--- src/rtl/pattern_serializer_pkg.sv ---
// Shared definitions for the pattern serializer and the 1011 detector benches:
// FSM state encodings, default sizing and the reference pattern.
package pattern_serializer_pkg;

   localparam int DEF_WIDTH = 8;
   localparam int DEF_LEN_W = 4;
   localparam int DEF_REP_W = 4;

   localparam logic [3:0] PAT_1011 = 4'b1011;

   typedef enum logic {
      ST_IDLE  = 1'b0,
      ST_SHIFT = 1'b1
   } state_e;

endpackage

--- src/rtl/pattern_serializer.sv ---
// Parallel-load, MSB-first serializer that repeats a pattern load_rep+1 times
// back to back, then pulses done in the first idle cycle.
module pattern_serializer
   import pattern_serializer_pkg::*;
#(
   parameter int WIDTH = DEF_WIDTH,
   parameter int LEN_W = DEF_LEN_W,
   parameter int REP_W = DEF_REP_W
) (
   input  logic             clk,
   input  logic             rst,
   input  logic             load_valid,
   output logic             load_ready,
   input  logic [WIDTH-1:0] load_data,
   input  logic [LEN_W-1:0] load_len,
   input  logic [REP_W-1:0] load_rep,
   input  logic             abort,
   output logic             dout,
   output logic             dout_valid,
   output logic             busy,
   output logic             done
);

   localparam logic [LEN_W-1:0] WIDTH_L = LEN_W'(WIDTH);

   state_e           state_q, state_d;
   logic [WIDTH-1:0] data_q, data_d;
   logic [LEN_W-1:0] last_idx_q, last_idx_d;
   logic [LEN_W-1:0] bit_idx_q, bit_idx_d;
   logic [REP_W-1:0] pass_cnt_q, pass_cnt_d;
   logic             dout_q, dout_d;
   logic             dout_valid_q, dout_valid_d;
   logic             busy_q, busy_d;
   logic             done_q, done_d;
   logic [LEN_W-1:0] eff_len;

   function automatic logic bit_at(input logic [WIDTH-1:0] w, input logic [LEN_W-1:0] idx);
      return |(w & (WIDTH'(1) << idx));
   endfunction

   // Zero or oversize lengths fall back to the full word.
   always_comb begin
      eff_len = load_len;
      if ((load_len == '0) || (load_len > WIDTH_L)) begin
         eff_len = WIDTH_L;
      end
   end

   assign load_ready = (state_q == ST_IDLE) && !rst;

   always_comb begin
      state_d      = state_q;
      data_d       = data_q;
      last_idx_d   = last_idx_q;
      bit_idx_d    = bit_idx_q;
      pass_cnt_d   = pass_cnt_q;
      dout_d       = dout_q;
      dout_valid_d = dout_valid_q;
      busy_d       = busy_q;
      done_d       = 1'b0;

      case (state_q)
         ST_IDLE: begin
            if (load_valid && load_ready) begin
               data_d       = load_data;
               last_idx_d   = eff_len - LEN_W'(1);
               bit_idx_d    = eff_len - LEN_W'(1);
               pass_cnt_d   = load_rep;
               dout_d       = bit_at(load_data, eff_len - LEN_W'(1));
               dout_valid_d = 1'b1;
               busy_d       = 1'b1;
               state_d      = ST_SHIFT;
            end
         end
         ST_SHIFT: begin
            if (abort) begin
               state_d      = ST_IDLE;
               dout_d       = 1'b0;
               dout_valid_d = 1'b0;
               busy_d       = 1'b0;
            end else if (bit_idx_q != '0) begin
               bit_idx_d = bit_idx_q - LEN_W'(1);
               dout_d    = bit_at(data_q, bit_idx_q - LEN_W'(1));
            end else if (pass_cnt_q != '0) begin
               // Wrap straight into the next pass so the bit stream stays gap-free.
               pass_cnt_d = pass_cnt_q - REP_W'(1);
               bit_idx_d  = last_idx_q;
               dout_d     = bit_at(data_q, last_idx_q);
            end else begin
               state_d      = ST_IDLE;
               dout_d       = 1'b0;
               dout_valid_d = 1'b0;
               busy_d       = 1'b0;
               done_d       = 1'b1;
            end
         end
         default: begin
            state_d = ST_IDLE;
         end
      endcase
   end

   always_ff @(posedge clk) begin
      if (rst) begin
         state_q      <= ST_IDLE;
         data_q       <= '0;
         last_idx_q   <= '0;
         bit_idx_q    <= '0;
         pass_cnt_q   <= '0;
         dout_q       <= 1'b0;
         dout_valid_q <= 1'b0;
         busy_q       <= 1'b0;
         done_q       <= 1'b0;
      end else begin
         state_q      <= state_d;
         data_q       <= data_d;
         last_idx_q   <= last_idx_d;
         bit_idx_q    <= bit_idx_d;
         pass_cnt_q   <= pass_cnt_d;
         dout_q       <= dout_d;
         dout_valid_q <= dout_valid_d;
         busy_q       <= busy_d;
         done_q       <= done_d;
      end
   end

   assign dout       = dout_q;
   assign dout_valid = dout_valid_q;
   assign busy       = busy_q;
   assign done       = done_q;

endmodule

--- config.mk ---
export PLATFORM = sky130hd
export DESIGN_NAME = pattern_serializer
export DESIGN_NICKNAME = d
export VERILOG_FILES = /design/src/rtl/pattern_serializer_pkg.sv /design/src/rtl/pattern_serializer.sv
export SDC_FILE = /design/constraint.sdc
export NUM_CORES = 1
export LEC_CHECK = 0
export CORE_MARGIN = 8
export CORE_UTILIZATION = 50
export CTS_CLUSTER_SIZE = 25
export DETAILED_ROUTE_END_ITERATION = 6
export PLACE_DENSITY = 0.76
export SYNTH_ARGS = -nofsm -noshare
export SYNTH_HDL_FRONTEND = slang
export SYNTH_SLANG_ARGS = --single-unit
--- constraint.sdc ---
create_clock -name clk -period 4 [get_ports clk]
set_input_delay 1 -clock clk [delete_from_list [all_inputs] [get_ports clk]]
set_output_delay 1 -clock clk [all_outputs]
set_load 0.02 [all_outputs]
### Word level (Yosys, flattened, before mapping)

Index checks and enable logic that the tools add are counted.

| word-level totals | value |
|---|---|
| memory bits (read-only) | 0 |
| logic and storage cells | 68 |
| memories kept | 0 |
| memory bits (writable) | 0 |
| input bits | 20 |
| latch bits | 0 |
| register bits after elaboration | 24 |

| cells by class | value |
|---|---|
| muxes and demuxes | 27 |
| order comparisons | 1 |
| reduce and logical (&&, ||, !) cells | 15 |
| div/mod/pow operators | 0 |
| shift operators | 3 |
| add/subtract/negate cells | 3 |
| equality and inequality tests | 7 |
| bitwise logic cells | 4 |
| multiply operators | 0 |

Operators with widths:

| cell | count |
|---|---|
| $mux W4 | 9 |
| $and A8 B8 Y8 | 3 |
| $reduce_or A8 Y1 | 3 |
| $shl A1 B4 Y8 const A | 3 |
| $pmux W4 S2 | 2 |
| $mux W1 | 13 |
| $sub A4 B1 Y4 const B | 3 |
| $reduce_bool A4 Y1 | 2 |
| $ne A3 B3 Y1 const B | 2 |
| $pmux W1 S2 | 3 |
| $reduce_and A3 Y1 | 2 |
| $gt A4 B4 Y1 const B | 1 |
| $logic_not A4 Y1 | 1 |
| $ne A2 B1 Y1 const B | 2 |
| $ne A2 B2 Y1 const B | 2 |
| $reduce_and A4 Y1 | 1 |
| $reduce_or A4 Y1 | 1 |
| $ne A3 B1 Y1 const B | 1 |
| $logic_and A1 B1 Y1 | 2 |
| $reduce_and A2 Y1 | 1 |
| $logic_not A1 Y1 | 1 |
| $logic_or A1 B1 Y1 | 1 |
| $not A1 Y1 | 1 |

### Longest topological paths before layout

Gate-level depths: netlist of the first run.

| depth | value |
|---|---|
| depth in word-level cells | 9 |
| depth in mapped cells | 7 |
| depth with buffers taken out | 7 |

### Worst setup path after synthesis of the first run

No wires, ideal clock.

| timing path | value |
|---|---|
| path kind | input-to-output |
| from | input port rst |
| to | output port load_ready |
| cell stages on the path | 3 |
| setup slack | 1.368 ns |
| data required time | 3.000 ns |
| path buffers | 2 |
| data arrival time | 1.632 ns |
| path through | buf_2 -> clkbuf_1 -> nor2_1 |

| on the way | value |
|---|---|
| word-level cells in the longest chain between the ends | 2 |

RTL lines:

| item | line | text |
|---|---|---|
| start: declaration | pattern_serializer.sv:11 | `input logic rst,` |
| $logic_not A1 Y1 | pattern_serializer.sv:49 | `assign load_ready = (state_q == ST_IDLE) && !rst;` |
| $logic_and A1 B1 Y1 | pattern_serializer.sv:49 |  |
| end: declaration | pattern_serializer.sv:13 | `output logic load_ready,` |

No other way between the ends.

### Final worst setup path of the first run

Same ends and word-level chain as after synthesis.

==> impl_results.md, run 1 <==
- Outcome: finished clean
- Area growth from synthesis to layout: 18.27%
- Clock Path Buffers: 2
- Clock slew at reported path FFs: ~0.15 ns
- Die area: roughly 5000 um2
- ANT cells: 0
- Hpwl dp: 2.893 mm
- Filler cells: between 200 and 300
- Initial DRC count: around 120
- Placer congestion estimate: 0.8401
- Critical path buffers and inverters: 2
- Pwr Density: roughly 320 nW/um2
- Async set-reset flop share out of synthesis: 0
- Switching pwr: 0.1811 mW
- Crit-path max FO: 2
- Max Slew Vio Count: 0
- Input/output buffers: 24
- Library cells used by synthesis: slightly above 50
- CTS root buffer: clkbuf_4
- WHS: a little over 0.5 ns
- Total grt overflow: 0
- Top delay family on crit path: buffers and inverters
- Num rows: 20
- Placed cell count: around 230
- Initial Utilization: 0.5105
- First-pass GRT wire length: between 6 and 7 mm
- WL final: 3.756 mm
- FF+latch count, synth: 24
- Area contributors post-synth: dfxtp_1 32%, ha_1 9.1%, nand2_1 5.4%
- Non-Filler Instances: roughly 230
- Vias per cell: between 6 and 7
- Post-layout min period: roughly 3.2 ns
- Via count: approximately 1,400
- Setup crit end kind: primary output
- Max Cap Viol: 0
- Top cell type by total area after synthesis: dfxtp_1
- Nets: about 230
- Core Area: 2978 um2
- Comb pwr share: 0.282
- CP max stage delay: around 0.63 ns
- Worst-margin pin slew: around 0.8 ns
- Switch share: 0.3154
- Crit Path Class: primary input to primary output
- Crit path top cell by count: clkdlybuf4s50_1
- DR DRC count: 0
- Hold buffers post-CTS: 0
- GRT Overall Usage: 0.1531
- Worst Setup Start Kind: primary input
- Cell with the most instances after synthesis: dfxtp_1
- Clock Sinks: 24
- Pin count of the biggest net entering global routing: 28
- Max Clock Skew: approximately 0.015 ns
- Synth top cells by count: 24 x dfxtp_1, 22 x nand2_1, 11 x ha_1, 11 x nand3b_1, 10 x nor2_1
- Slowest cell on the critical path: clkdlybuf4s50_1
- Internal Power: a little under 0.4 mW
- Setup TNS: 0 ns
- Top-area cell type share of the netlist area: 0.3160
- CTS tree: done
- ANT nets after route: 0
- RSZ-0062 raised after global routing: no
- HP Class: flop to flop
- Clk_lat worst skew: between 0.3 and 0.4 ns
- Post-synth EDFFs: 0
- Number of buffers created by CTS: 3
- Number of setup violations in the final report: 0
- Final Hold Vio Count: 0
- Final worst path period share: 0.7884
- Fmax: 0.3171 GHz
- Req. time, crit path: 3.00 ns
- Sequential area share after synthesis: 0.3160
- Syn nets: 207
- Slew headroom: 0.4647
- Main synth FF type: dfxtp_1
- CP Data Arrival Time: roughly 2.2 ns
- Height of the die: roughly 70 um
- Worst path cell trace: clkdlybuf4s50_1 -> nor2_1 -> clkdlybuf4s50_1
- Leak pwr: 0.7112 nW
- Synth Cell Area: 1520 um2
- Mapped Cells: about 180
- Layout cells sized above 1: 0.07143
- Flop-to-flop setup slack: roughly 1.7 ns
- Ys Warns: 0
- Vias in the first global route: 1,486
- Post-Syn Area per Cell: 8.638 um2
- Clk pwr share: 0.232
- First-pass DRT Iterations: 4
- Seq pwr share: 0.485
- Post_cts resized: 0
- Avg WL per Cell: ~16 um
- Antenna violations before repair: 0
- IO Pins: 25
- Fin util: 0.6038
- VDD IR max: roughly 0.13 mV
- H-tree depth: 1
- Post-CTS setup buffers: 0
- Die width: 71.14 um
-- state kept, by name, summed over array words and instances, names as in the netlist --
signal,count
pass_cnt_q,4
busy,1
data_q,8
last_idx_q,4
bit_idx_q,4
done,1
state_q,1
dout,1
-- through the flow --
| step | power, mW | instance area [um2] | setup WS (ns) |
|---|---|---|---|
| after global placement | 0.4396 | 1762 | 0.8828 |
| after floorplan | 0.3900 | 1520 | 1.368 |
| after detailed placement | 0.4447 | 1762 | 0.8392 |
| after global routing | 0.6037 | 1798 | 0.7928 |
| final | 0.5744 | 1798 | 0.8466 |
| after CTS | 0.5757 | 1798 | 0.8399 |
-- power groups by stage --
stage,Clock [mW],Combinational [mW],Sequential [mW]
6_report,0.133,0.162,0.279
5_1_grt,0.143,0.179,0.282
4_1_cts,0.136,0.162,0.278
3_5_place_dp,0,0.161,0.284
3_3_place_gp,0,0.157,0.283
2_1_floorplan,0,0.114,0.276
-- metal layers --
layer | GRT usage | wire [um] | share of wire | up-vias
met5 | 0 | 0 | 0 | -
met4 | 0.04619 | 52 | 0.014 | 0
met3 | 0.02966 | 190 | 0.051 | 6
met2 | 0.2643 | 1815 | 0.48 | 41
met1 | 0.1848 | 1698 | 0.45 | 667
li1 | - | - | - | 679
-- cell usage in the layout, fill, tap and decap left out, drive strengths merged, types with 2 or more instances in the layout --
master / instances
a21oi: 8
nand2b: 2
nor2b: 2
o21ai: 7
or2b: 2
or3b: 2
clkdlybuf4s50: 24
mux2i: 2
clkbuf: 4
buf: 2
ha: 11
a221oi: 3
nand3: 4
xnor2: 2
nor3b: 4
nor2: 10
a22o: 4
nand3b: 11
a31oi: 2
nand2: 22
inv: 8
mux4: 2
dfxtp: 24
a211oi: 4
a22oi: 2
nor3: 6
-- area by class of cell --
cell class | instances | area (um2) | share of cell area
clock buffer | 4 | 36.28 | 0.02018
tap | 33 | 41.29 | 0.02296
sequential | 24 | 480.5 | 0.2672
timing repair buffer | 26 | 255.2 | 0.1420
inverter | 9 | 33.78 | 0.01879
multi-input combinational | 133 | 950.9 | 0.5289
-- cell families after synthesis --
logic type / count (synthesis) / synth area share
DFF: 24 / 0.3160
adders and majority gates: 11 / 0.09053
AOI/OAI and AO/OA: 43 / 0.2099
and+or+nand+nor: 72 / 0.2650
muxes: 4 / 0.04280
buffers and inverters: 19 / 0.05843
xor gates and xnor gates: 3 / 0.01729
-- final timing paths --
check / from / to / depth (start not counted)
worst max-delay path: rst / load_ready / 3
worst min register to register: last_idx_q[3] / last_idx_q[3] / 1
worst min-delay path: last_idx_q[3] / last_idx_q[3] / 1
worst max register to register: bit_idx_q[0] / bit_idx_q[1] / 6
No activity file was read; power rests on OpenSTA's default activity.
==> inputs of run 2 (changes only) <==
Clock period 4 ns to 2.95 ns, I/O delays scaled along.
==> run 2 against run 1 <==
Compared with the run above:
- worst setup slack worse by 0.48 ns
- final area grew 1.3%
- global-route usage rose by 0.058 points
- combinational power grew 40%
- non-clock buffer count grew 3
- sequential power up 34%
- power increased by 35%
- core utilization is 0.76 points higher
- clock power increased by 32%
- hold slack got worse by 0.0052 ns
- register-to-register slack worse by 0.99 ns
- clock-buffer cell count did not move
==> impl_results.md, run 2 (synthesized netlist as in run 1, its figures left out) <==
- Switch share: 0.3103 (-0.005095)
- Non-Filler Instances: 232 (+1.3%)
- Req. time, crit path: 2.21 ns (-0.79 ns)
- Area growth from synthesis to layout: 19.75%
- Comb pwr share: 0.291 (+0.009)
- Number of setup violations in the final report: 0 (unchanged)
- Max Cap Viol: 0 (unchanged)
- Initial DRC count: 100 (-16%)
- Critical R2R Launch: bit_idx_q[0]
- Initial Utilization: 0.5105 (unchanged)
- Via count: 1,431 (+2.7%)
- Place WS: 0.1502 ns (-0.6890 ns)
- Switching pwr: 0.2410 mW (+33%)
- Crit Path Class: primary input to primary output
- Max reg flops: 8 (unchanged)
- Vias in the first global route: 1,409 (-5.2%)
- Clk pwr share: 0.226 (-0.006)
- Worst r2r path cells: 6 (unchanged)
- CP Launch Point: rst
- Placer congestion estimate: 0.8793 (+4.7%)
- Hold buffers post-CTS: 0 (unchanged)
- Most frequent cells in the layout: 24 x dfxtp_1, 24 x clkdlybuf4s50_1, 22 x nand2_1
- Clock Sinks: 24 (unchanged)
- ANT nets after route: 0 (unchanged)
- Clock slew at reported path FFs: 0.12 ns (-0.03 ns)
- Nets: 231 (+1.3%)
- Internal Power: 0.5359 mW (+36%)
- Pwr Density: 426.8 nW/um2 (+34%)
- RSZ-0062 raised after global routing: no
- Hold path cells: 2 (+1)
- VDD IR max: 0.2282 mV (+70%)
- Biggest register: data_q
- Final setup margin: 0.3669 ns (-0.4797 ns)
- Filler cells: 282 (+10%)
- Hpwl dp: 2.940 mm (+1.6%)
- Fin util: 0.6113 (+0.007563)
- Final worst path period share: 0.8756
- Vias per cell: 6.168 (+1.4%)
- Reg2reg end: bit_idx_q[3]
- Slew headroom: 0.5389 (+0.07423)
- Setup TNS: 0 ns (unchanged)
- Placed cell count: 228 (+1.3%)
- Max Clock Skew: 0.01769 ns (+0.002810 ns)
- IO Pins: 25 (unchanged)
- Design area: 1821 um2 (+1.3%)
- Setup crit end kind: primary output
- Worst Setup Start Kind: primary input
- Total grt overflow: 0 (unchanged)
- First-pass DRT Iterations: 4 (unchanged)
- Die area: 5061 um2 (unchanged)
- Antenna violations before repair: 0 (unchanged)
- Seq pwr share: 0.483 (-0.002)
- Outcome: finished clean
- CP Data Arrival Time: 1.85 ns (-0.30 ns)
- Clk_lat worst skew: 0.32 ns (about the same)
- Height of the die: 71.14 um (unchanged)
- Hold Path End: data_q[5]
- Post-layout min period: 2.583 ns
- DR DRC count: 0 (unchanged)
- Crit-path max FO: 2 (unchanged)
- Area after DPL: 1784 um2 (+1.3%)
- Avg WL per Cell: 16.43 um (+0.18%)
- Post_cts resized: 0 (unchanged)
- CTS root buffer: clkbuf_4
- Die width: 71.14 um (unchanged)
- Fmax: 0.3871 GHz
- Worst-margin pin slew: 0.6902 ns (-0.1111 ns)
- Num rows: 20 (unchanged)
- Input/output buffers: 24 (unchanged)
- Number of buffers created by CTS: 3 (unchanged)
- Max Slew Vio Count: 0 (unchanged)
- Pin count of the biggest net entering global routing: 28 (unchanged)
- Flop-to-flop setup slack: 0.72 ns (-0.99 ns)
- ANT cells: 0 (unchanged)
- First-pass GRT wire length: 6.492 mm (-0.11%)
- Post-CTS setup buffers: 0 (unchanged)
- Clock Path Buffers: 2 (unchanged)
- H-tree depth: 1 (unchanged)
- GRT Overall Usage: 0.1537 (+0.0005822)
- CTS tree: done
- WL final: 3.812 mm (+1.5%)
- Final Hold Vio Count: 0 (unchanged)
- Beginning of the worst hold path: data_q[5]
- HP Class: flop to flop
- Leak pwr: 0.7261 nW (+2.1%)
- Layout cells sized above 1: 0.08543 (+0.01400)
- Core Area: 2978 um2 (unchanged)
run 2: changes by cell type in the layout (fill, tap and decap cells not counted), sizes merged:
cell / delta
buf: +3
run 2: power by group through the flow:
stage	Clock, mW	Sequential (mW)	Combinational [mW]
2_1_floorplan	0	0.374	0.154
3_3_place_gp	0	0.380	0.220
3_5_place_dp	0	0.382	0.223
4_1_cts	0.180	0.374	0.225
5_1_grt	0.188	0.378	0.249
6_report	0.176	0.375	0.226
run 2: worst max path at each step:
stage                  to  slack (ns)  cells after the start
6_report       load_ready        0.37                      3
3_3_place_gp         dout        0.32                      8
5_1_grt              dout        0.29                      8
4_1_cts        load_ready        0.35                      3
3_5_place_dp         dout        0.15                      8
2_1_floorplan        dout        0.83                      7
run 2: layout make-up:
cell class	instances	area, um2	area share
Multi-Input combinational cell	133	950.9	0.5223
Sequential cell	24	480.5	0.2639
Clock buffer	4	36.28	0.01993
Inverter	9	33.78	0.01856
Tap cell	33	41.29	0.02268
Timing Repair Buffer	29	277.8	0.1526
run 2: per-stage QoR:
step / hold slack [ns] / total power [mW]
after floorplan: 0.4524 / 0.5288
final: 0.5029 / 0.7769
after CTS: 0.4986 / 0.7788
after global placement: 0.4832 / 0.6004
after detailed placement: 0.4812 / 0.6048
after global routing: 0.5219 / 0.8158
run 2: per-layer routing:
| metal | track usage | vias to the layer above | share of wire |
|---|---|---|---|
| li1 | - | 688 | - |
| met1 | 0.1954 | 669 | 0.44 |
| met2 | 0.2439 | 67 | 0.46 |
| met3 | 0.03672 | 7 | 0.080 |
| met4 | 0.05543 | 0 | 0.014 |
| met5 | 0 | - | 0 |
run 2: critical path, stage by stage:
cell             delay (ns)
clkdlybuf4s50_1        0.42
nor2_1                 0.09
clkdlybuf4s50_1        0.60
